==> src/rtl/mux2_tdm_capture.sv <==
// mux2_tdm_capture: two-channel round-robin deserializer that steers a
// 2:1 transmission-gate mux, shifts in DATA_W samples of its output and
// offers the word on a valid/ready port.
// Optional feature macro: MUX2_SETTLE_EN (one dead cycle after select).
// Ports:
//   clk, rst_n       clock, async active-low reset
//   req[1:0]         per-channel request
//   grant[1:0]       one-hot, channel currently captured
//   sel              mux select (0 -> I[0], 1 -> I[1])
//   mux_y            mux output, sampled on rising clk
//   out_data         captured word, MSB first sampled
//   out_ch           source channel of out_data
//   out_valid        word available
//   out_ready        consumer accept
//   busy             sequencer not idle
module mux2_tdm_capture #(
   parameter int DATA_W = 8
) (
   input  logic              clk,
   input  logic              rst_n,
   input  logic [1:0]        req,
   output logic [1:0]        grant,
   output logic              sel,
   input  logic              mux_y,
   output logic [DATA_W-1:0] out_data,
   output logic              out_ch,
   output logic              out_valid,
   input  logic              out_ready,
   output logic              busy
);

   localparam int CW = $clog2(DATA_W + 1);

   typedef enum logic [1:0] {
      IDLE   = 2'd0,
      SETTLE = 2'd1,
      SHIFT  = 2'd2,
      HOLD   = 2'd3
   } state_t;

   state_t          state;
   logic [CW-1:0]   count;
   logic            last;
   logic            pick;

   // On a tie the channel not served last time wins.
   always_comb begin
      pick = 1'b0;
      if (req == 2'b11)
         pick = ~last;
      else
         pick = req[1];
   end

   always_ff @(posedge clk or negedge rst_n) begin
      if (!rst_n) begin
         state     <= IDLE;
         sel       <= 1'b0;
         grant     <= 2'b00;
         out_data  <= '0;
         out_ch    <= 1'b0;
         out_valid <= 1'b0;
         busy      <= 1'b0;
         count     <= '0;
         last      <= 1'b1;
      end else begin
         unique case (state)
            IDLE: begin
               if (req != 2'b00) begin
                  sel   <= pick;
                  grant <= {pick, ~pick};
                  last  <= pick;
                  count <= '0;
                  busy  <= 1'b1;
`ifdef MUX2_SETTLE_EN
                  state <= SETTLE;
`else
                  state <= SHIFT;
`endif
               end
            end
            SETTLE: begin
               state <= SHIFT;
            end
            SHIFT: begin
               out_data <= {out_data[DATA_W-2:0], mux_y};
               count    <= count + CW'(1);
               if (count == CW'(DATA_W - 1)) begin
                  grant     <= 2'b00;
                  out_ch    <= sel;
                  out_valid <= 1'b1;
                  state     <= HOLD;
               end
            end
            HOLD: begin
               if (out_ready) begin
                  out_valid <= 1'b0;
                  busy      <= 1'b0;
                  state     <= IDLE;
               end
            end
            default: state <= IDLE;
         endcase
      end
   end

endmodule
==> config.mk <==
export PLATFORM = sky130hd
export DESIGN_NAME = mux2_tdm_capture
export DESIGN_NICKNAME = d
export VERILOG_FILES = /design/src/rtl/mux2_tdm_capture.sv
export SDC_FILE = /design/constraint.sdc
export NUM_CORES = 1
export LEC_CHECK = 0
export ABC_AREA = 1
export CORE_ASPECT_RATIO = 1.1
export CORE_MARGIN = 3
export CORE_UTILIZATION = 47
export DETAILED_ROUTE_END_ITERATION = 12
export GPL_TIMING_DRIVEN = 0
export PLACE_DENSITY = 0.75
export SLEW_MARGIN = 40
export SYNTH_ARGS = -nofsm -noshare
export SYNTH_HDL_FRONTEND = slang
export SYNTH_SLANG_ARGS = --single-unit
==> constraint.sdc <==
create_clock -name clk -period 1.3 [get_ports clk]
set_input_delay 0.26 -clock clk [delete_from_list [all_inputs] [get_ports clk]]
set_output_delay 0.26 -clock clk [all_outputs]
set_load 0.02 [all_outputs]
# After elaboration in Yosys (flattened, before gate mapping)

Index checks and enable logic that the tools add are counted.

Mux-type cells: 15
Eq/ne operators: 8
Bitwise operators: 2
Reduce and logical (&&, ||, !) cells: 12
Add/sub/neg operators: 1

Operators with widths:

| cell                                          | count |
|---|---|
| AND reduction 3 bit                           | 4 |
| two-way mux 2 bit                             | 5 |
| case mux 2 bit (4 select lines)               | 1 |
| case mux 4 bit (2 select lines)               | 1 |
| nonzero test 2 bit                            | 4 |
| == test 2 bit, second input constant          | 3 |
| inequality test 2 bit, second input constant  | 3 |
| AND reduction 2 bit                           | 3 |
| adder 4 x 1 -> 4 bit, second input constant   | 1 |
| == test 4 x 3 -> 1 bit, second input constant | 1 |
| two-way mux 1 bit                             | 4 |
| two-way mux 4 bit                             | 1 |
| case mux 1 bit (2 select lines)               | 2 |
| case mux 2 bit (2 select lines)               | 1 |
| == test 2 x 1 -> 1 bit, second input constant | 1 |
| zero test 2 bit                               | 1 |
| NOT 1 bit                                     | 2 |

Flip-flop bits (word level): 21
Logic and storage cells: 47
Input port bits: 6

# Longest topological paths before layout

Word-level depth: 5
Gate-level depth with buffers: 6
Mapped depth without buffers: 6

# Worst setup path after synthesis

No wires, ideal clock.

Kind: register -> register
From: reg count[0]
To: reg count[2]
Path slack: 0.200 ns
Cell stages (with the launch flop): 5
Data arrival time: 0.983 ns
Period minus slack after synthesis: 1.100 ns
Cell sequence: dfrtp_1 > ha_1 > or2_2 > nand3_1 > nand2_1

Word-level cells in the longest chain between the ends: 2

RTL lines:

| what                            | line | source |
|---|---|---|
| start, declared                 | 42   | `logic [CW-1:0] count;` |
| start signal, assigned          | 87   | `count <= count + CW'(1);` |
| adder 4 x 1 -> 4 bit            | 87   |  |
| case mux 4 bit (2 select lines) | 67   | `unique case (state)` |

No other way between the ends.
A chain may end at the register's enable or synchronous reset.

# Final worst setup path

From: reg out_data[2]
To: out out_data[2]

RTL lines:

| what                   | line | source |
|---|---|---|
| start, declared        | 25   | `output logic [DATA_W-1:0] out_data,` |
| start signal, assigned | 86   | `out_data <= {out_data[DATA_W-2:0], mux_y};` |

No word-level cell between the ends.

==> results.json <==
{
  "hold_viol_final": 0,
  "synth-simple-area-share_pct": 31.5,
  "slowest_stage": "dfrtp_1",
  "worstSetupPathType": "reg -> out",
  "synth_top_family_by_area": "simple AND/OR/NAND/NOR gates",
  "outcome": "complete, no violations",
  "fmax_mhz": 785,
  "worstPathCellList": "clkdlybuf4s15_1",
  "htreeDepth": 1,
  "regToRegEndpoint": "grant[1]",
  "crit_fanout": 3,
  "initial_core_util_pct": 52.8,
  "clockRootBuffer": "clkbuf_4",
  "r2r_slack_ns": 0.12,
  "clock_sinks": 21,
  "tightestPinTransition_ns": 0.451,
  "synth_mux_area_share_pct": 0,
  "synth-adder-area-share_pct": 1.42,
  "n_fill_cell": 145,
  "path_clk_slew_ns": 0.11,
  "grt_pass1_wl_um": 2910,
  "grt_pass1_vias": 694,
  "maxCapViolCount": 0,
  "period_needed_ns": 1.27,
  "drt-initial-drc-count": 11,
  "ctsLongestPathBuffers": 2,
  "num_vias": 726,
  "drv_slew": 0,
  "required_ns": 1.04,
  "synthFlopType": "dfrtp_1",
  "drt-vias-per-instance": 5.19,
  "numCtsBuffers": 3,
  "synth_nets": 105,
  "irDropWorstVdd_mv": 1.36,
  "synthCells": 98,
  "grtUsageTotal_pct": 16.8,
  "io_buffers": 19,
  "path_depth": 1,
  "drive_above_1_share_pct": 17.1,
  "ys_warn_count": 0,
  "drc": 0,
  "antenna_found_initial": 0,
  "worstSetupEndpointType": "primary output",
  "ant_nets": 0,
  "multiInputGateArea_sq_um": 323,
  "gp_congestion": 0.691,
  "finalSetupTns_ns": 0,
  "hp-class": "in -> async",
  "die_y_um": 51.4,
  "io_pins": 20,
  "slew_headroom_pct": 70.0,
  "grt_setup_unrepaired": "false",
  "synth_top_area_share_pct": 56.7,
  "row_count": 15,
  "arrival_ns": 1.01,
  "power_density_mw_per_mm2": 2790,
  "start_kind": "flop",
  "yosys-top-cells-count": "45 x nand2_1, 20 x dfrtp_1, 12 x nand3_1, 3 x inv_1, 3 x nor2_1",
  "yosys.cell_types.count": 17,
  "ys_async_sr_fraction_pct": 100,
  "core_area_sq_mm": 0.00167,
  "synthXorXnorAreaFrac_pct": 0,
  "ys_seq_elements": 21,
  "yosysSeqAreaShare_pct": 59.7,
  "syn_area_sq_um": 882,
  "synth.avg_cell_area_sq_um": 9.00,
  "rr_worst_depth": 4,
  "fin_skew_ns": 0.00517,
  "synth_edf_count": 0,
  "cts_tree": "built",
  "synth.area.top_cells": "dfrtp_1 57%, nand2_1 19%, nand3_1 6.8%",
  "wl_per_cell_um": 11.7,
  "total_leakage_power_nw": 0.594,
  "dr.pass1.iters": 4,
  "hold_ws_ns": 0.422,
  "finalSetupViolCount": 0,
  "die_area_sq_mm": 0.00243,
  "drt_wl_total_um": 1640,
  "synth.most_common_cell": "nand2_1",
  "insertion_delay_ns": 0.30,
  "diodes": 0,
  "crit_buf_inv": 1,
  "grt_start_max_net_pins": 22,
  "grt_overflow": 0,
  "worst_path_largest_cell_delay_ns": 0.42,
  "die_width_um": 47.3,
  "regArea_sq_um": 527,
  "yosysTopAreaCell": "dfrtp_1",
  "post-route-period-util_pct": 98.0,
  "path_delay_family": "flip-flops",
  "synth_compound_area_share_pct": 3.12,
  "fin_nets": 131,
  "rr_startpoint": "state[0]",
  "place_hpwl_um": 1210,
  "synthToLayoutAreaGrowth_pct": 25.7
}
-- area by class of cell --
cell class	count	share of cell area [%]
Buffer	2	1.69
Clock buffer	4	2.37
Inverter	5	1.69
Multi-Input combinational cell	70	29.1
Sequential cell	21	47.5
Tap cell	17	1.92
Timing Repair Buffer	21	15.7
-- routing by layer --
metal / wire length (um) / GRT usage, %
met1: 740 / 21.4
met2: 789 / 26.3
met3: 72 / 4.23
met4: 34 / 6.91
met5: 0 / 0
-- cell usage in the layout (no fill, tap or decap) --
master	count
nand2_1	44
dfrtp_1	20
nand3_1	12
clkdlybuf4s15_1	6
clkbuf_2	5
clkdlybuf4s50_1	4
inv_1	3
clkbuf_4	3
dlygate4sd2_1	3
inv_2	2
o21ai_0	2
nor2_1	2
o21ai_2	2
buf_4	2
nor2_2	1
nor2_4	1
nand2_2	1
nand4_1	1
buf_6	1
nand3b_1	1
or2_2	1
or2_0	1
ha_1	1
clkbuf_1	1
dlygate4sd3_1	1
buf_2	1
dfstp_2	1
-- sequential cells by signal, summed over array words and instances, names as in the netlist, 2 cells and up --
| register | count |
|---|---|
| out_data | 8 |
| state | 2 |
| count | 4 |
| grant | 2 |
-- worst max-delay path by stage --
stage | startpoint | endpoint | slack (ns)
after global placement | rst_n | out_data[0] | -0.13
after global routing | out_ch | out_ch | 0.0008
after detailed placement | req[1] | grant[1] | -0.1
after CTS | out_data[4] | out_data[4] | 0.01
after floorplan | count[0] | count[2] | 0.20
final | out_data[2] | out_data[2] | 0.03
-- through the flow --
stage	util, %	instances	area, sq um	power (mW)	setup slack [ns]
2_1_floorplan	-	98	882	2.27	0.200
3_3_place_gp	65.5	134	1090	2.88	-0.130
3_5_place_dp	65.2	134	1090	2.94	-0.0966
4_1_cts	66.8	139	1120	3.12	0.00990
5_1_grt	66.4	140	1110	3.39	0.000822
6_report	66.4	140	1110	3.10	0.0263
-- report_power, final --
| part | switching, mW | total [mW] | internal [mW] | leakage [nW] |
|---|---|---|---|---|
| Clock | 0.187 | 0.306 | 0.120 | 0.0150 |
| Sequential | 0.243 | 1.24 | 0.993 | 0.254 |
| Combinational | 0.930 | 1.55 | 0.624 | 0.326 |
| Total | 1.36 | 3.10 | 1.74 | 0.594 |
-- kinds of logic after synthesis --
kind of cell / after synthesis
AND/OR/NAND/NOR: 65
buffers and inverters: 7
flip-flops: 21
adder cells (fa/ha/maj): 1
AO/OA/AOI/OAI: 4
-- what timing repair did --
item                                    CTS  global route
hold buffers                              1             0
resized for setup                        21            11
buffers inserted                          0             1
endpoints found under the hold margin    20             0
gates cloned                              0             0
endpoints found under the setup margin   14            11
Note: power is estimated with default switching activity, not from simulation.
